===== src/rtl/karp_mem_pkg.sv =====
// Shared types for the memory access controller: FSM state encoding and
// port index constants used by the top level and the round-robin arbiter.
package karp_mem_pkg;

   typedef enum logic [1:0] {
      ST_IDLE   = 2'd0,
      ST_ACCESS = 2'd1,
      ST_RESP   = 2'd2,
      ST_CLEAR  = 2'd3
   } mem_state_t;

   localparam logic PORT_FETCH = 1'b0;
   localparam logic PORT_DATA  = 1'b1;

endpackage


===== src/rtl/mem_rr_arb.sv =====
// Two-requester round-robin arbiter (fetch vs data). The pointer remembers
// the last granted port and only moves when the grant is actually taken.
module mem_rr_arb
   import karp_mem_pkg::*;
(
   input  logic clk,
   input  logic clr_n,
   input  logic f_req,
   input  logic d_req,
   input  logic take,
   output logic gnt_any,
   output logic gnt_port
);

   logic last_port;

   always_comb begin
      gnt_any = f_req | d_req;
      if (f_req && d_req) begin
         gnt_port = ~last_port;
      end else if (d_req) begin
         gnt_port = PORT_DATA;
      end else begin
         gnt_port = PORT_FETCH;
      end
   end

   // Reset value "data was last" makes fetch win the first contested grant.
   always_ff @(posedge clk or negedge clr_n) begin
      if (!clr_n) begin
         last_port <= PORT_DATA;
      end else if (take && gnt_any) begin
         last_port <= gnt_port;
      end
   end

endmodule


===== src/rtl/memory_access_controller.sv =====
// Two-port (fetch read-only, data read/write) controller for a single-port RAM
// with whole-memory clear. Define MEMCTL_PERF_CNT_EN to add per-port grant counters.
module memory_access_controller
   import karp_mem_pkg::*;
#(
   parameter int n = 8,
   parameter int m = 16
) (
   input  logic         clk,
   input  logic         clr_n,
   input  logic         f_req,
   input  logic [n-1:0] f_addr,
   output logic         f_ack,
   output logic [m-1:0] f_rdata,
   input  logic         d_req,
   input  logic         d_rw,
   input  logic [n-1:0] d_addr,
   input  logic [m-1:0] d_wdata,
   output logic         d_ack,
   output logic [m-1:0] d_rdata,
`ifdef MEMCTL_PERF_CNT_EN
   output logic [15:0]  f_grants,
   output logic [15:0]  d_grants,
`endif
   input  logic         clr_req,
   output logic         busy,
   output logic [n-1:0] mem_addr,
   output logic         mem_en,
   output logic         mem_rw,
   output logic         mem_clr,
   output logic [m-1:0] mem_wdata,
   output logic         mem_oe,
   input  logic [m-1:0] mem_rdata,
   output mem_state_t   state_dbg
);

   // Handshake: a port holds req (level) until it sees a one-cycle ack; the
   // request is captured at grant, so later input changes do not affect it.
   mem_state_t   state, state_nxt;
   logic         pend_clr, clr_hit, take;
   logic         arb_any, arb_port;
   logic         gnt_port, lat_rw;
   logic [n-1:0] lat_addr;
   logic [m-1:0] lat_wdata;
   logic         in_access, in_resp;

   mem_rr_arb u_arb (
      .clk      (clk),
      .clr_n    (clr_n),
      .f_req    (f_req),
      .d_req    (d_req),
      .take     (take),
      .gnt_any  (arb_any),
      .gnt_port (arb_port)
   );

   assign clr_hit = pend_clr | clr_req;

   always_comb begin
      state_nxt = state;
      take      = 1'b0;
      case (state)
         ST_IDLE: begin
            if (clr_hit) begin
               state_nxt = ST_CLEAR;
            end else if (arb_any) begin
               state_nxt = ST_ACCESS;
               take      = 1'b1;
            end
         end
         ST_ACCESS: state_nxt = ST_RESP;
         ST_RESP:   state_nxt = ST_IDLE;
         ST_CLEAR:  state_nxt = ST_IDLE;
         default:   state_nxt = ST_IDLE;
      endcase
   end

   always_ff @(posedge clk or negedge clr_n) begin
      if (!clr_n) begin
         state     <= ST_IDLE;
         pend_clr  <= 1'b0;
         gnt_port  <= PORT_FETCH;
         lat_rw    <= 1'b0;
         lat_addr  <= '0;
         lat_wdata <= '0;
         f_rdata   <= '0;
         d_rdata   <= '0;
      end else begin
         state <= state_nxt;
         // A clear seen in IDLE is served immediately; anywhere else it waits.
         if (state == ST_IDLE && clr_hit) begin
            pend_clr <= 1'b0;
         end else if (clr_req) begin
            pend_clr <= 1'b1;
         end
         if (take) begin
            gnt_port  <= arb_port;
            lat_addr  <= (arb_port == PORT_DATA) ? d_addr : f_addr;
            lat_rw    <= (arb_port == PORT_DATA) & d_rw;
            lat_wdata <= d_wdata;
         end
         if (state == ST_ACCESS && !lat_rw) begin
            if (gnt_port == PORT_FETCH) begin
               f_rdata <= mem_rdata;
            end else begin
               d_rdata <= mem_rdata;
            end
         end
      end
   end

   assign in_access = (state == ST_ACCESS);
   assign in_resp   = (state == ST_RESP);

   always_comb begin
      mem_en    = in_access;
      mem_rw    = in_access & lat_rw;
      mem_oe    = in_access & lat_rw;
      mem_addr  = in_access ? lat_addr : '0;
      mem_wdata = (in_access && lat_rw) ? lat_wdata : '0;
      mem_clr   = (state == ST_CLEAR);
      busy      = (state != ST_IDLE);
      f_ack     = in_resp & (gnt_port == PORT_FETCH);
      d_ack     = in_resp & (gnt_port == PORT_DATA);
      state_dbg = state;
   end

`ifdef MEMCTL_PERF_CNT_EN
   always_ff @(posedge clk or negedge clr_n) begin
      if (!clr_n) begin
         f_grants <= '0;
         d_grants <= '0;
      end else begin
         if (f_ack && f_grants != 16'hFFFF) f_grants <= f_grants + 16'd1;
         if (d_ack && d_grants != 16'hFFFF) d_grants <= d_grants + 16'd1;
      end
   end
`endif

endmodule


===== config.mk =====
export PLATFORM = sky130hd
export DESIGN_NAME = memory_access_controller
export DESIGN_NICKNAME = d
export VERILOG_FILES = /design/src/rtl/karp_mem_pkg.sv /design/src/rtl/mem_rr_arb.sv /design/src/rtl/memory_access_controller.sv
export SDC_FILE = /design/constraint.sdc
export NUM_CORES = 1
export LEC_CHECK = 0
export CORE_MARGIN = 3
export CORE_UTILIZATION = 39
export CTS_BUF_LIST = sky130_fd_sc_hd__clkbuf_2
export DETAILED_ROUTE_END_ITERATION = 6
export GPL_TIMING_DRIVEN = 0
export PLACE_DENSITY = 0.78
export SETUP_SLACK_MARGIN = 0.15
export SLEW_MARGIN = 20
export SYNTH_ARGS = -nofsm -noshare
export SYNTH_HDL_FRONTEND = slang
export SYNTH_SLANG_ARGS = --single-unit

===== constraint.sdc =====
create_clock -name clk -period 1.8 [get_ports clk]
set_input_delay 0.18 -clock clk [delete_from_list [all_inputs] [get_ports clk]]
set_output_delay 0.18 -clock clk [all_outputs]
set_load 0.05 [all_outputs]

==> metrics.md, run 1 <==
| Metric | Value |
|---|---|
| Dpl ws | `-0.4728 ns` |
| Worst EP required | `1.62 ns` |
| Area added between synthesis and finish | `82.95%` |
| Violated checks | `negative setup slack` |
| Int Pwr | `5.193 mW` |
| Overall Global Routing Usage | `21.24%` |
| Worst path max stage delay | `0.46 ns` |
| Total power | `9.362 mW` |
| Antenna diode count | `0` |
| Most frequent CP cell | `buf_6` |
| Max Buffers Root-to-Sink | `2` |
| Synthesized area | `2723 µm²` |
| Final min period | `1.943 ns` |
| Part of the cycle the worst path needs | `107.9%` |
| WS Path Type | `flop to output pin` |
| DRC Markers | `0` |
| I/O pin count | `119` |
| VDD IR max | `1282 µV` |
| Wire per inst | `18.48 µm` |
| Synthesis warning total | `0` |
| Synth Flop Type | `dfrtp_1` |
| HPWL after detailed placement | `4827 µm` |
| Worst Skew | `0.01302 ns` |
| Worst-margin pin slew | `0.5219 ns` |
| Register area share after synthesis | `57.03%` |
| CP max FO | `5` |
| Setup-failing EPs final | `42` |
| Async S/R FF share, synth | `100.0%` |
| Power density cells | `1880 nW/µm²` |
| DR vias | `2,301` |
| Net Sw Power | `4.169 mW` |
| CP delay by family, top | `buffers and inverters` |
| Root Driver | `clkbuf_2` |
| Core area | `6568 µm²` |
| Layout cells sized above 1 | `55.18%` |
| Final WL | `8316 µm` |
| Slew Limit Fails | `0` |
| Syn_nets | `247` |
| Hold WC Path Type | `primary input to flop` |
| Biggest area consumer among synthesized cells | `dfrtp_1` |
| Crit path DAT | `1.76 ns` |
| Final setup TNS | `-2.095 ns` |
| Top cells by area, synth | `dfrtp_1 56%, mux2_2 16%, mux2_4 5.5%` |
| Cell variety after synth | `34` |
| Vias in the first global route | `2,441` |
| CP endpoint kind | `output pin` |
| Share of the synthesized area in the top cell type | `56.07%` |
| Status | `finished, violations left` |
| Final hold viol count | `0` |
| Static Leak | `2.246 nW` |
| Most frequent cells after synthesis | `61 x dfrtp_1, 38 x mux2_2, 17 x and3_1` |
| Row cnt | `29` |
| CTS tree | `done` |
| Die area | `8019 µm²` |
| Chip Width | `89.55 µm` |
| Final GP Congestion | `0.7194` |
| Post-synth EDFFs | `0` |
| Sequential share of power | `27.3%` |
| Htree depth | `3` |
| Clock power share | `9.0%` |
| ANT nets after route | `0` |
| Largest net degree at the start of global routing | `33` |
| Cts bufs inserted | `9` |
| Synthesis-stage register bit count | `62` |
| Setup WS post-layout | `-0.1429 ns` |
| Initial antenna violation count | `0` |
| Final net count | `406` |
| Sw Ratio | `44.53%` |
| Crit-path cells | `nor2b_4, buf_6, buf_6, and2_4, buf_6, buf_8` |
| Dpl cell area | `4144 µm²` |
| Initial DRC Count | `33` |
| Total gr overflow | `0` |
| Avg Vias per Cell | `5.113` |
| Drt pass-1 iters | `4` |
| Buf/Inv on CP | `4` |
| Slowest cell on the critical path | `dfrtp_2` |
| Cell area after layout | `4981 µm²` |
| RSZ-0062 raised after global routing | `true` |
| Max_slew headroom | `65.35%` |
| Clock transition at path regs | `0.18 ns` |
| Initial Util | `41.46%` |
| Die Height | `89.55 µm` |
| Syn Inst Count | `193` |
| Startpoint Class | `flop` |
| Port-buffer cells | `117` |
| First-pass GRT wire length | `12,680 µm` |
| Syn Area/Cell | `14.11 µm²` |
| Clock insertion delay at the later pin of the skew report | `0.46 ns` |
| Max_cap viols | `0` |
| Count leader, synth | `dfrtp_1` |
| Combinational group share of total power | `63.6%` |
| F_max | `0.5147 GHz` |
| CTS sink cnt | `62` |
## per-stage QoR
step,hold WS (ns),util [%],instances
after floorplan,-0.1156,-,193
after global placement,0.4838,62.83,403
after detailed placement,0.1361,63.10,404
after CTS,0.08316,74.05,445
after global routing,0.09433,75.84,450
final,0.1082,75.84,450
## routing by layer
layer  track usage (%)  wire length, µm  vias up
li1                  -                -     1029
met1             27.06             3500     1156
met2             33.98             4157      102
met3             5.069              487       14
met4             10.01              170        0
met5                 0                0        -
## layout by cell type, fill, tap and decap left out, types with 2 or more instances in the layout
cell type	count
clkbuf_4	3
clkdlybuf4s15_1	21
clkbuf_2	19
buf_8	25
and3_4	13
mux2_4	48
nor3b_4	2
buf_6	31
buf_12	5
and2_2	6
o21a_1	2
inv_1	2
clkdlybuf4s50_1	51
buf_1	2
nor2_1	2
dfrtp_1	59
a2bb2oi_2	8
o32ai_1	8
dlygate4sd2_1	2
clkinv_2	3
buf_4	7
and2_4	4
dfrtp_2	2
and3_2	4
buf_16	3
## repair_timing
| item | 4_1_cts | 5_1_grt |
|---|---|---|
| pin swaps | 8 | 7 |
| hold buffers | 1 | 0 |
| endpoints found under the setup margin | 102 | 121 |
| endpoints found under the hold margin | 61 | 0 |
| gates resized for setup | 345 | 67 |
| setup buffers | 19 | 4 |
| cloned | 5 | 1 |
## area by class of cell
cell class,instances,area (µm²)
repair buffers,148,1649
flip-flops and latches,62,1555
plain buffers,16,178.9
clock buffers,10,50.05
fillers,428,1587
inverters,2,7.507
multi-input cells,113,1363
well taps,93,116.4
clock inverters,6,61.31
## path summary, 6_finish.rpt
| path | startpoint | end | slack (ns) | cells after the start |
|---|---|---|---|---|
| max reg2reg | state_dbg[1] | f_rdata[8] | -0.02 | 8 |
| min | f_req | u_arb.last_port | 0.11 | 2 |
| min in group asynchronous | clr_n | lat_wdata[10] | 0.16 | 2 |
| max in group asynchronous | clr_n | u_arb.last_port | 1.06 | 3 |
| max | state_dbg[1] | mem_rw | -0.14 | 6 |
| min reg2reg | lat_wdata[12] | lat_wdata[12] | 0.53 | 1 |
## state kept, by name, indices dropped and copies added (netlist names)
name	count
u_arb.last_port	1
state_dbg	2
pend_clr	1
d_rdata	16
lat_addr	8
lat_rw	1
lat_wdata	16
gnt_port	1
f_rdata	16
## power by group through the flow
stage / Combinational (mW) / Sequential (mW) / Clock, mW
2_1_floorplan: 2.07 / 3.82 / 0
3_3_place_gp: 4.84 / 2.52 / 0
3_5_place_dp: 4.89 / 2.55 / 0
4_1_cts: 5.68 / 2.51 / 0.863
5_1_grt: 6.22 / 2.64 / 0.930
6_report: 5.96 / 2.56 / 0.845
## worst reg2reg max path, cell delays in order (launching register included)
cell and delay [ns]:
dfrtp_2 0.46, nor2b_4 0.16, buf_6 0.12, buf_6 0.10
buf_6 0.09, nor3b_4 0.23, buf_6 0.16, buf_16 0.12
mux2_4 0.29
## cell families after synthesis
group / count (synthesis) / share of synthesized area [%]
multiplexers: 48 / 21.23
buffers and inverters: 18 / 4.136
AO/OA/AOI/OAI: 24 / 7.353
AND/OR/NAND/NOR: 41 / 10.25
flip-flops: 62 / 57.03
(Power assumes the default switching activity.)
==> inputs of run 2 (changes only) <==
--- a/config.mk
+++ b/config.mk
@@ -5,6 +5,7 @@
 export SDC_FILE = /design/constraint.sdc
 export NUM_CORES = 1
 export LEC_CHECK = 0
+export CAP_MARGIN = 10
 export CORE_MARGIN = 3
 export CORE_UTILIZATION = 39
 export CTS_BUF_LIST = sky130_fd_sc_hd__clkbuf_2
==> results of run 2 <==
Same layout as run 1: the final DEF is identical, and so are final timing and power.
==> inputs of run 3 (changes only) <==
--- a/config.mk
+++ b/config.mk
@@ -5,6 +5,7 @@
 export SDC_FILE = /design/constraint.sdc
 export NUM_CORES = 1
 export LEC_CHECK = 0
+export ABC_AREA = 0
 export CAP_MARGIN = 10
 export CORE_MARGIN = 3
 export CORE_UTILIZATION = 39
@@ -12,6 +13,7 @@
 export DETAILED_ROUTE_END_ITERATION = 6
 export GPL_TIMING_DRIVEN = 0
 export PLACE_DENSITY = 0.78
+export REMOVE_ABC_BUFFERS = 1
 export SETUP_SLACK_MARGIN = 0.15
 export SLEW_MARGIN = 20
 export SYNTH_ARGS = -nofsm -noshare
==> run 3 against run 2 <==
The run still ends with negative setup slack left. Combinational power decreased by 10%. Die area unchanged. Final area decreased by 7.8%. Worst hold slack got worse by 0.0047 ns. Fmax increased by 0.66%. Non-clock buffer count decreased by 23. Core utilization decreased by 5.9 points. Sequential power increased by 2%. Sequential cell count unchanged. Routed wire length decreased by 3.9%. Critical endpoint is now f_rdata[6]. Largest cell class is now sequential cells. Highest routed layer unchanged.
==> metrics.md, run 3 (synthesized netlist as in run 1, its figures left out) <==
| Metric | Value |
|---|---|
| Status | `finished, violations left (unchanged)` |
| Violated checks | `negative setup slack (unchanged)` |
| VDD IR max | `1328 µV (was 1282 µV)` |
| Clock insertion delay at the later pin of the skew report | `0.47 ns (was 0.46 ns)` |
| Max Buffers Root-to-Sink | `2 (unchanged)` |
| Vias in the first global route | `2,246 (was 2,441)` |
| Setup WS post-layout | `-0.1302 ns (was -0.1429 ns)` |
| CTS tree | `done (unchanged)` |
| Drt pass-1 iters | `4 (unchanged)` |
| Final WL | `7988 µm (was 8316 µm)` |
| Max_cap viols | `0 (unchanged)` |
| Commonest cells after routing, fill and taps aside | `57 x dfrtp_1, 52 x clkdlybuf4s50_1, 48 x mux2_4, 31 x clkbuf_2, 28 x buf_6 (was 59 x dfrtp_1, 51 x clkdlybuf4s50_1, 48 x mux2_4, 31 x buf_6, 25 x buf_8)` |
| Initial DRC Count | `74 (was 33)` |
| Startpoint Class | `flop (unchanged)` |
| Layout cells sized above 1 | `51.34% (was 55.18%)` |
| Worst Skew | `0.01157 ns (was 0.01302 ns)` |
| Final hold viol count | `0 (unchanged)` |
| CP endpoint kind | `flop (was output pin)` |
| DRC Markers | `0 (unchanged)` |
| Final setup TNS | `-2.383 ns (was -2.095 ns)` |
| Avg Vias per Cell | `5.109 (was 5.113)` |
| Final GP Congestion | `0.7033 (was 0.7194)` |
| Crit path DAT | `2.30 ns (was 1.76 ns)` |
| Hold WC Path Type | `primary input to async pin (was primary input to flop)` |
| DR vias | `2,197 (was 2,301)` |
| Worst-margin pin slew | `0.5921 ns (was 0.5219 ns)` |
| Initial Util | `41.46% (unchanged)` |
| Max_slew headroom | `60.45% (was 65.35%)` |
| Wire per inst | `18.58 µm (was 18.48 µm)` |
| Part of the cycle the worst path needs | `107.2% (was 107.9%)` |
| Largest net degree at the start of global routing | `47 (was 33)` |
| WS Path Type | `flop to flop (was flop to output pin)` |
| Root Driver | `clkbuf_2 (unchanged)` |
| Port-buffer cells | `118 (was 117)` |
| Setup-failing EPs final | `35 (was 42)` |
| Total gr overflow | `0 (unchanged)` |
| First-pass GRT wire length | `11,400 µm (was 12,680 µm)` |
| Row cnt | `29 (unchanged)` |
| Most common cell after layout, fill and taps aside | `dfrtp_1 (unchanged)` |
| ANT nets after route | `0 (unchanged)` |
| HPWL after detailed placement | `4668 µm (was 4827 µm)` |
| Worst EP required | `2.17 ns (was 1.62 ns)` |
| CTS sink cnt | `62 (unchanged)` |
| Overall Global Routing Usage | `19.29% (was 21.24%)` |
| F_max | `0.5181 GHz (was 0.5147 GHz)` |
| CP max FO | `8 (was 5)` |
| Biggest regs | `d_rdata: 16 flops, f_rdata: 16 flops, lat_wdata: 16 flops (unchanged)` |
| Final net count | `387 (was 406)` |
| Initial antenna violation count | `0 (unchanged)` |
| Antenna diode count | `0 (unchanged)` |
| Die Height | `89.55 µm (unchanged)` |
| Area added between synthesis and finish | `68.66% (was 82.95%)` |
| Static Leak | `2.112 nW (was 2.246 nW)` |
| RSZ-0062 raised after global routing | `true (unchanged)` |
| Slew Limit Fails | `0 (unchanged)` |
| Clock transition at path regs | `0.16 ns (was 0.18 ns)` |
| Core area | `6568 µm² (unchanged)` |
| Cts bufs inserted | `9 (unchanged)` |
| Power density cells | `1938 nW/µm² (was 1880 nW/µm²)` |
| Htree depth | `3 (unchanged)` |
| Total power | `8.901 mW (was 9.362 mW)` |
| I/O pin count | `119 (unchanged)` |
| Die area | `8019 µm² (unchanged)` |
| Final min period | `1.930 ns (was 1.943 ns)` |
| Chip Width | `89.55 µm (unchanged)` |
==> run 3: cell types whose count changed in the layout (fill, tap and decap cells not counted), moves of 4 or more <==
| cell | delta |
|---|---|
| buf_8 | -16 |
| clkbuf_2 | +12 |
| clkdlybuf4s15_1 | -11 |
| and2_1 | +10 |
| and3_1 | +10 |
| and2_2 | -6 |
| and3_4 | -5 |
| and2_4 | -4 |
| and3_2 | -4 |
==> run 3: stage by stage <==
step	setup WS (ns)	util, %	cell area, µm²	std cells	hold slack (ns)
6_report	-0.1302	69.92	4592	430	0.1035
5_1_grt	-0.1898	69.92	4592	430	0.02536
4_1_cts	-0.1215	67.16	4410	421	0.04975
3_5_place_dp	-1.032	60.26	3958	390	0.06737
3_3_place_gp	-1.566	59.61	3915	388	0.4809
2_1_floorplan	-1.644	-	2618	177	-0.1156
==> run 3: timing repair <==
| item | CTS | global route |
|---|---|---|
| hold endpoints to repair | 61 | 0 |
| pin swaps | 5 | 1 |
| cloned | 3 | 2 |
| resized for setup | 304 | 89 |
| buffers inserted | 12 | 7 |
| hold buffers | 1 | 0 |
| setup endpoints to repair | 124 | 119 |
==> run 3: cell type report <==
class / instances / area [µm²]
fill: 477 / 1976
sequential: 62 / 1558
timing repair buffer: 141 / 1424
multi-input combinational: 117 / 1361
tap: 93 / 116.4
clock inverter: 5 / 75.07
clock buffer: 10 / 50.05
inverter: 2 / 7.507
==> run 3: metal layers <==
layer / track usage, % / vias up / wire [µm]
met2: 30.72 / 75 / 3915
li1: - / 991 / -
met1: 23.15 / 1122 / 3351
met4: 6.225 / 0 / 119
met3: 9.032 / 9 / 601
met5: 0 / - / 0
==> run 3: critical path: stages (launching register included) <==
cell	delay, ns
dfrtp_2	0.51
buf_12	0.15
nor2b_4	0.14
buf_6	0.13
buf_6	0.08
nor3b_4	0.29
clkbuf_16	0.23
mux2_4	0.30
==> run 3: path summary, 6_finish.rpt <==
check / startpoint / slack (ns) / cells past startpoint / end
min: clr_n / 0.10 / 2 / lat_addr[1]
min in group clk: d_rw / 0.31 / 3 / lat_rw
max in group asynchronous: clr_n / 1.17 / 3 / u_arb.last_port
max reg2reg: state_dbg[1] / -0.13 / 7 / f_rdata[6]
min reg2reg: lat_wdata[4] / 0.52 / 1 / lat_wdata[4]
max: state_dbg[1] / -0.13 / 7 / f_rdata[6]
==> run 3: report_power, final <==
group / leakage, nW / switching (mW) / internal (mW)
clock: 0.0815 / 0.492 / 0.452
sequential: 0.743 / 0.512 / 2.10
combinational: 1.29 / 3.02 / 2.33
